File: config.mk
export PLATFORM = sky130hd
export DESIGN_NAME = serial_adder_ctrl
export DESIGN_NICKNAME = d
export VERILOG_FILES = /design/src/rtl/serial_adder_ctrl.sv
export SDC_FILE = /design/constraint.sdc
export NUM_CORES = 1
export LEC_CHECK = 0
export ABC_AREA = 0
export CAP_MARGIN = 20
export CORE_MARGIN = 3
export CORE_UTILIZATION = 45
export DETAILED_ROUTE_END_ITERATION = 7
export PLACE_DENSITY_LB_ADDON = 0.1
export SYNTH_ARGS = -nofsm -noshare
export SYNTH_HDL_FRONTEND = slang
export SYNTH_SLANG_ARGS = --single-unit
File: constraint.sdc
create_clock -name sys_clk -period 2.71 [get_ports sys_clk]
set_clock_uncertainty 0.1 [all_clocks]
set_input_delay 0.542 -clock sys_clk [delete_from_list [all_inputs] [get_ports sys_clk]]
set_output_delay 0.542 -clock sys_clk [all_outputs]
set_load 0.1 [all_outputs]
File: src/rtl/serial_adder_ctrl.sv
// Bit-serial add sequencer driving one external combinational full adder.
// Operands are stepped LSB-first, one bit per clock; the sum is published on a done pulse.
module serial_adder_ctrl #(
    parameter int WIDTH = 8,
    parameter int CNT_W = $clog2(WIDTH + 1)
) (
    input  logic             sys_clk,
    input  logic             sys_rst,
    input  logic             start,
    input  logic [WIDTH-1:0] op_a,
    input  logic [WIDTH-1:0] op_b,
    input  logic             cin,
    output logic             fa_in_1,
    output logic             fa_in_2,
    output logic             fa_cin,
    input  logic             fa_sum,
    input  logic             fa_count,
    output logic             busy,
    output logic             done,
    output logic [WIDTH-1:0] result,
    output logic             cout
);

    typedef enum logic [1:0] {
        IDLE = 2'd0,
        RUN  = 2'd1,
        DONE = 2'd2
    } state_t;

    localparam logic [CNT_W-1:0] CNT_LAST = CNT_W'(WIDTH - 1);

    state_t             state_q;
    logic [WIDTH-1:0]   a_sh_q;
    logic [WIDTH-1:0]   b_sh_q;
    logic [WIDTH-1:0]   sum_sh_q;
    logic [WIDTH-1:0]   sum_d;
    logic               carry_q;
    logic [CNT_W-1:0]   cnt_q;
    logic [WIDTH-1:0]   result_q;
    logic               cout_q;
    logic               busy_q;
    logic               done_q;

    // Partial sum lives in its own shift register so result stays 0 until done.
    always_comb begin
        sum_d            = sum_sh_q >> 1;
        sum_d[WIDTH-1]   = fa_sum;
    end

    // NOTE: sequential state uses non-blocking assignments only, so every
    // register samples the values from before this edge regardless of order.
    always_ff @(posedge sys_clk) begin
        if (sys_rst) begin
            state_q  <= IDLE;
            a_sh_q   <= '0;
            b_sh_q   <= '0;
            sum_sh_q <= '0;
            carry_q  <= 1'b0;
            cnt_q    <= '0;
            result_q <= '0;
            cout_q   <= 1'b0;
            busy_q   <= 1'b0;
            done_q   <= 1'b0;
        end else begin
            case (state_q)
                IDLE: begin
                    done_q <= 1'b0;
                    if (start) begin
                        a_sh_q   <= op_a;
                        b_sh_q   <= op_b;
                        carry_q  <= cin;
                        cnt_q    <= '0;
                        sum_sh_q <= '0;
                        result_q <= '0;
                        busy_q   <= 1'b1;
                        state_q  <= RUN;
                    end
                end
                RUN: begin
                    sum_sh_q <= sum_d;
                    carry_q  <= fa_count;
                    a_sh_q   <= a_sh_q >> 1;
                    b_sh_q   <= b_sh_q >> 1;
                    cnt_q    <= cnt_q + CNT_W'(1);
                    if (cnt_q == CNT_LAST) begin
                        result_q <= sum_d;
                        cout_q   <= fa_count;
                        done_q   <= 1'b1;
                        state_q  <= DONE;
                    end
                end
                DONE: begin
                    done_q  <= 1'b0;
                    busy_q  <= 1'b0;
                    state_q <= IDLE;
                end
                default: begin
                    done_q  <= 1'b0;
                    busy_q  <= 1'b0;
                    state_q <= IDLE;
                end
            endcase
        end
    end

    // Adder inputs are only live while stepping; otherwise held at 0.
    assign fa_in_1 = (state_q == RUN) & a_sh_q[0];
    assign fa_in_2 = (state_q == RUN) & b_sh_q[0];
    assign fa_cin  = (state_q == RUN) & carry_q;

    assign busy   = busy_q;
    assign done   = done_q;
    assign result = result_q;
    assign cout   = cout_q;

endmodule

Word-level counts from Yosys, hierarchy flattened
Cells that the tools add are included.

Latch bits: 0. Memory bits (read-only): 0. Memories kept: 0. Logic and storage cells: 44. Input port bits: 22. Register bits: 42. Bits in writable memories: 0.

Div/mod/pow operators: 0. Multiply operators: 0. Reductions and logical operators: 8. Bitwise gates (word level): 4. Multiplexer cells: 17. Shift operators: 0. Equality and inequality tests: 4. Order comparisons: 0. $add $sub $neg: 1.

Operators with widths (number): one-hot mux 8 bit (2 select lines) (4); 2-to-1 mux 8 bit (4); one-hot mux 4 bit (2 select lines) (1); AND reduction 2 bit (4); adder 4 x 1 -> 4 bit, second input constant (1); == test 4 x 3 -> 1 bit, second input constant (1); 2-to-1 mux 2 bit (2); 2-to-1 mux 4 bit (1); inequality test 2 bit, second input constant (2); one-hot mux 1 bit (2 select lines) (2); one-hot mux 2 bit (2 select lines) (1); bitwise AND 1 bit (3); AND reduction 3 bit (1); == test 2 x 1 -> 1 bit, second input constant (1); logical NOT 2 bit (1); 2-to-1 mux 1 bit (2); nonzero test 2 bit (1); OR reduction 2 bit (1); NOT 1 bit (1).

Longest topological paths before layout
Depth in word-level cells: 3. Gate-level depth with buffers: 5. Gate-level depth less buffers: 4.

Least setup slack after synthesis
Ideal clock, no wire load.

Path type: reg2out. From: register state_q[0]. To: output port fa_cin. Path slack: 0.552 ns. Data arrival time: 1.516 ns. Stages on the path, launching flop included: 4. Cells stage by stage: dfxtp_1 and2b_1 buf_2 and2_1.

Longest elaborated chain between the ends: 2.

RTL lines: from (decl) (line 32) `state_t state_q;`; from (signal assigned) (line 54) `state_q <= IDLE;`; from (signal assigned) (line 76) `state_q <= RUN;`; from (signal assigned) (line 89) `state_q <= DONE;`; == test 2 x 1 -> 1 bit (line 109) `assign fa_cin = (state_q == RUN) & carry_q;`; bitwise AND 1 bit (line 109); to (decl) (line 15) `output logic fa_cin,`.

Every way passes these cells.

Worst setup path in the final report
From: register state_q[0]. To: output port fa_in_2.

Longest elaborated chain between the ends: 2.

RTL lines: == test 2 x 1 -> 1 bit (line 108) `assign fa_in_2 = (state_q == RUN) & b_sh_q[0];`; bitwise AND 1 bit (line 108); to (decl) (line 14) `output logic fa_in_2,`.

Every way passes these cells.

==> flow_summary.toml <==
[global_route]
grt_max_degree = 21
grt_pass1_wl_mm = 6.29
grt_pass1_vias = 1407
antenna_found_initial = 0
use_met3_pct = 4.55
track_usage_pct = 18.6
grt_util_met2_pct = 31.2
use_met1_pct = 22.6
grt_busiest_layer = "met2"
gr-total-overflow = 0

[worst_setup_path]
critical_path_required_ps = 2070
end_kind = "output pin"
critPathArrivalTime_ps = 1660
critical_path.max_fanout = 15
criticalPathCategory = "reg -> out"
cp-start-kind = "flip-flop"

[timing]
hold_violations = 0
slew-limit-headroom_pct = 45.8
rsz0062_at_grt = "no"
finalSetupViolCount = 0
tns_ps = 0
fmax_mhz = 435
layout_min_cycle_time_ps = 2300
finalCritPeriodShare_pct = 84.9
worst_slew_pin_slew_ps = 812
slew_violations = 0

[clock_tree]
cts.repair.resized = 0
postCtsHoldBufs = 0
clk_path_buf_depth = 2
clk_latency_ps = 280
ctsHtreeMaxLevel = 2
cts_setup_buffers = 0
clk_pin_slew_ps = 70
cts_tree = "yes"
clkSinkCount = 41
clockRootBuffer = "clkbuf_8"
numCtsBuffers = 5

[power]
leakage_nw = 0.856
total_power_w = 0.00122
vdd_drop_max_mv = 0.368
p_per_area_nw_per_um2 = 566

[detailed_routing]
dr.pass1.iters = 4
postRouteAntennaNets = 0
drt_iter0_markers = 65
wl_per_cell_um = 14.0
dr_total_vias = 1398
viasPerCell = 5.40
drt_wl_total_mm = 3.62
drc_errors = 0

[flow_run]
drv_cap = 0

[die]
pin_count = 36
die_x_um = 67.0
start_util_pct = 48.3
die_y_um = 67.0
die-area_sq_um = 4490
core_sq_um = 3470
rows = 21

[cells_and_area]
antenna_cells = 0
post-route-util_pct = 62.2
fillers = 308
layout.nets = 236
area_growth_pct = 28.9
drive_above_1_share_pct = 19.2

[place]
io_buffer_count = 35
dp.final_hpwl_mm = 2.59
gp_congestion = 0.787

[synth]
synth_area_leaders = "dfxtp_1 (49%), a211oi_2 (6.7%), nor2_1 (6.3%)"
synthDistinctLibCells = 33
synth_top_area_cell = "dfxtp_1"
yosys_warnings = 0
synth.cell_area_sq_um = 1670
seq_area_frac_synth_pct = 49.0
yosysTopAreaCellShare_pct = 49.0
avgSynthCellArea_sq_um = 9.46
synth_cells = 177
synth_most_common_cell = "dfxtp_1"
synth-edff-count = 0
synth_common_cells = "dfxtp_1 (41), nor2_1 (28), nand2_1 (17)"
async_flop_share_pct = 0
synth_ff_type = "dfxtp_1"
synth_nets = 200
synth-seq-cells = 41

[status]
status = "finished clean"

[hold_path]
hp-class = "reg -> reg"
## state kept, by name, indices dropped and copies added (netlist names)
signal and cells:
a_sh_q 8, b_sh_q 8, result 8, sum_sh_q 7, cnt_q 4, state_q 2
busy 1, carry_q 1, cout 1, done 1
## power by group
part	internal (W)	switching [W]	leakage, nW	total, W
sequential	0.000629	0.0000155	0.335	0.000644
clock	0.000201	0.000194	0.0433	0.000395
combinational	0.0000789	0.000104	0.477	0.000183
## final timing paths
path	startpoint	endpoint	slack, ps	cells after the start
max reg2reg	state_q[0]$_SDFFE_PP0P_	cnt_q[3]$_SDFFE_PP0P_	930	3
max	state_q[0]$_SDFFE_PP0P_	fa_in_2	410	3
min	result[7]$_SDFFE_PP0P_	result[7]$_SDFFE_PP0P_	370	1
min reg2reg	result[7]$_SDFFE_PP0P_	result[7]$_SDFFE_PP0P_	370	1
## stage by stage
| stage | cell area (sq um) | std cells | hold slack (ps) | setup WS (ps) |
|---|---|---|---|---|
| 2_1_floorplan | 1670 | 177 | 343 | 552 |
| 3_3_place_gp | 2070 | 252 | 355 | 534 |
| 3_5_place_dp | 2070 | 252 | 352 | 534 |
| 4_1_cts | 2160 | 259 | 376 | 382 |
| 5_1_grt | 2160 | 259 | 402 | 283 |
| 6_report | 2160 | 259 | 373 | 409 |
## layer usage
layer  vias to the layer above  routed length [um]
li1                        702                   -
met5                         -                   0
met3                         5                 175
met2                        32                1740
met4                         0                  51
met1                       659                1660
## cell usage in the layout (no fill, tap or decap), drive strengths merged, types with 6 or more instances in the layout
| cell | n |
|---|---|
| clkdlybuf4s50 | 21 |
| a211oi | 15 |
| a21oi | 16 |
| dfxtp | 41 |
| a22o | 7 |
| a22oi | 10 |
| nand2 | 17 |
| nor2 | 28 |
| clkbuf | 6 |
| buf | 21 |
## cell type report
type	count	area [sq um]	area share (%)
Multi-Input combinational cell	123	785	36.3
Clock buffer	6	82.6	3.83
Timing Repair Buffer	42	405	18.8
Sequential cell	41	821	38.0
Clock inverter	1	7.51	0.348
Tap cell	46	57.6	2.67
## worst max-delay path, stage by stage, from the launching register on
cell and delay, ps:
dfxtp_1 460, and2b_1 480, and2_1 250, buf_12 180
## cell families (layout without fill, tap and decap cells)
family	count (synthesis)	in the layout	synth area share, %
AND/OR/NAND/NOR	66	66	18.5
AO/OA/AOI/OAI	56	56	27.6
flip-flops	41	41	49.0
buffers and inverters	13	49	4.11
adder cells (fa/ha/maj)	1	1	0.747
(Power assumes the default switching activity.)
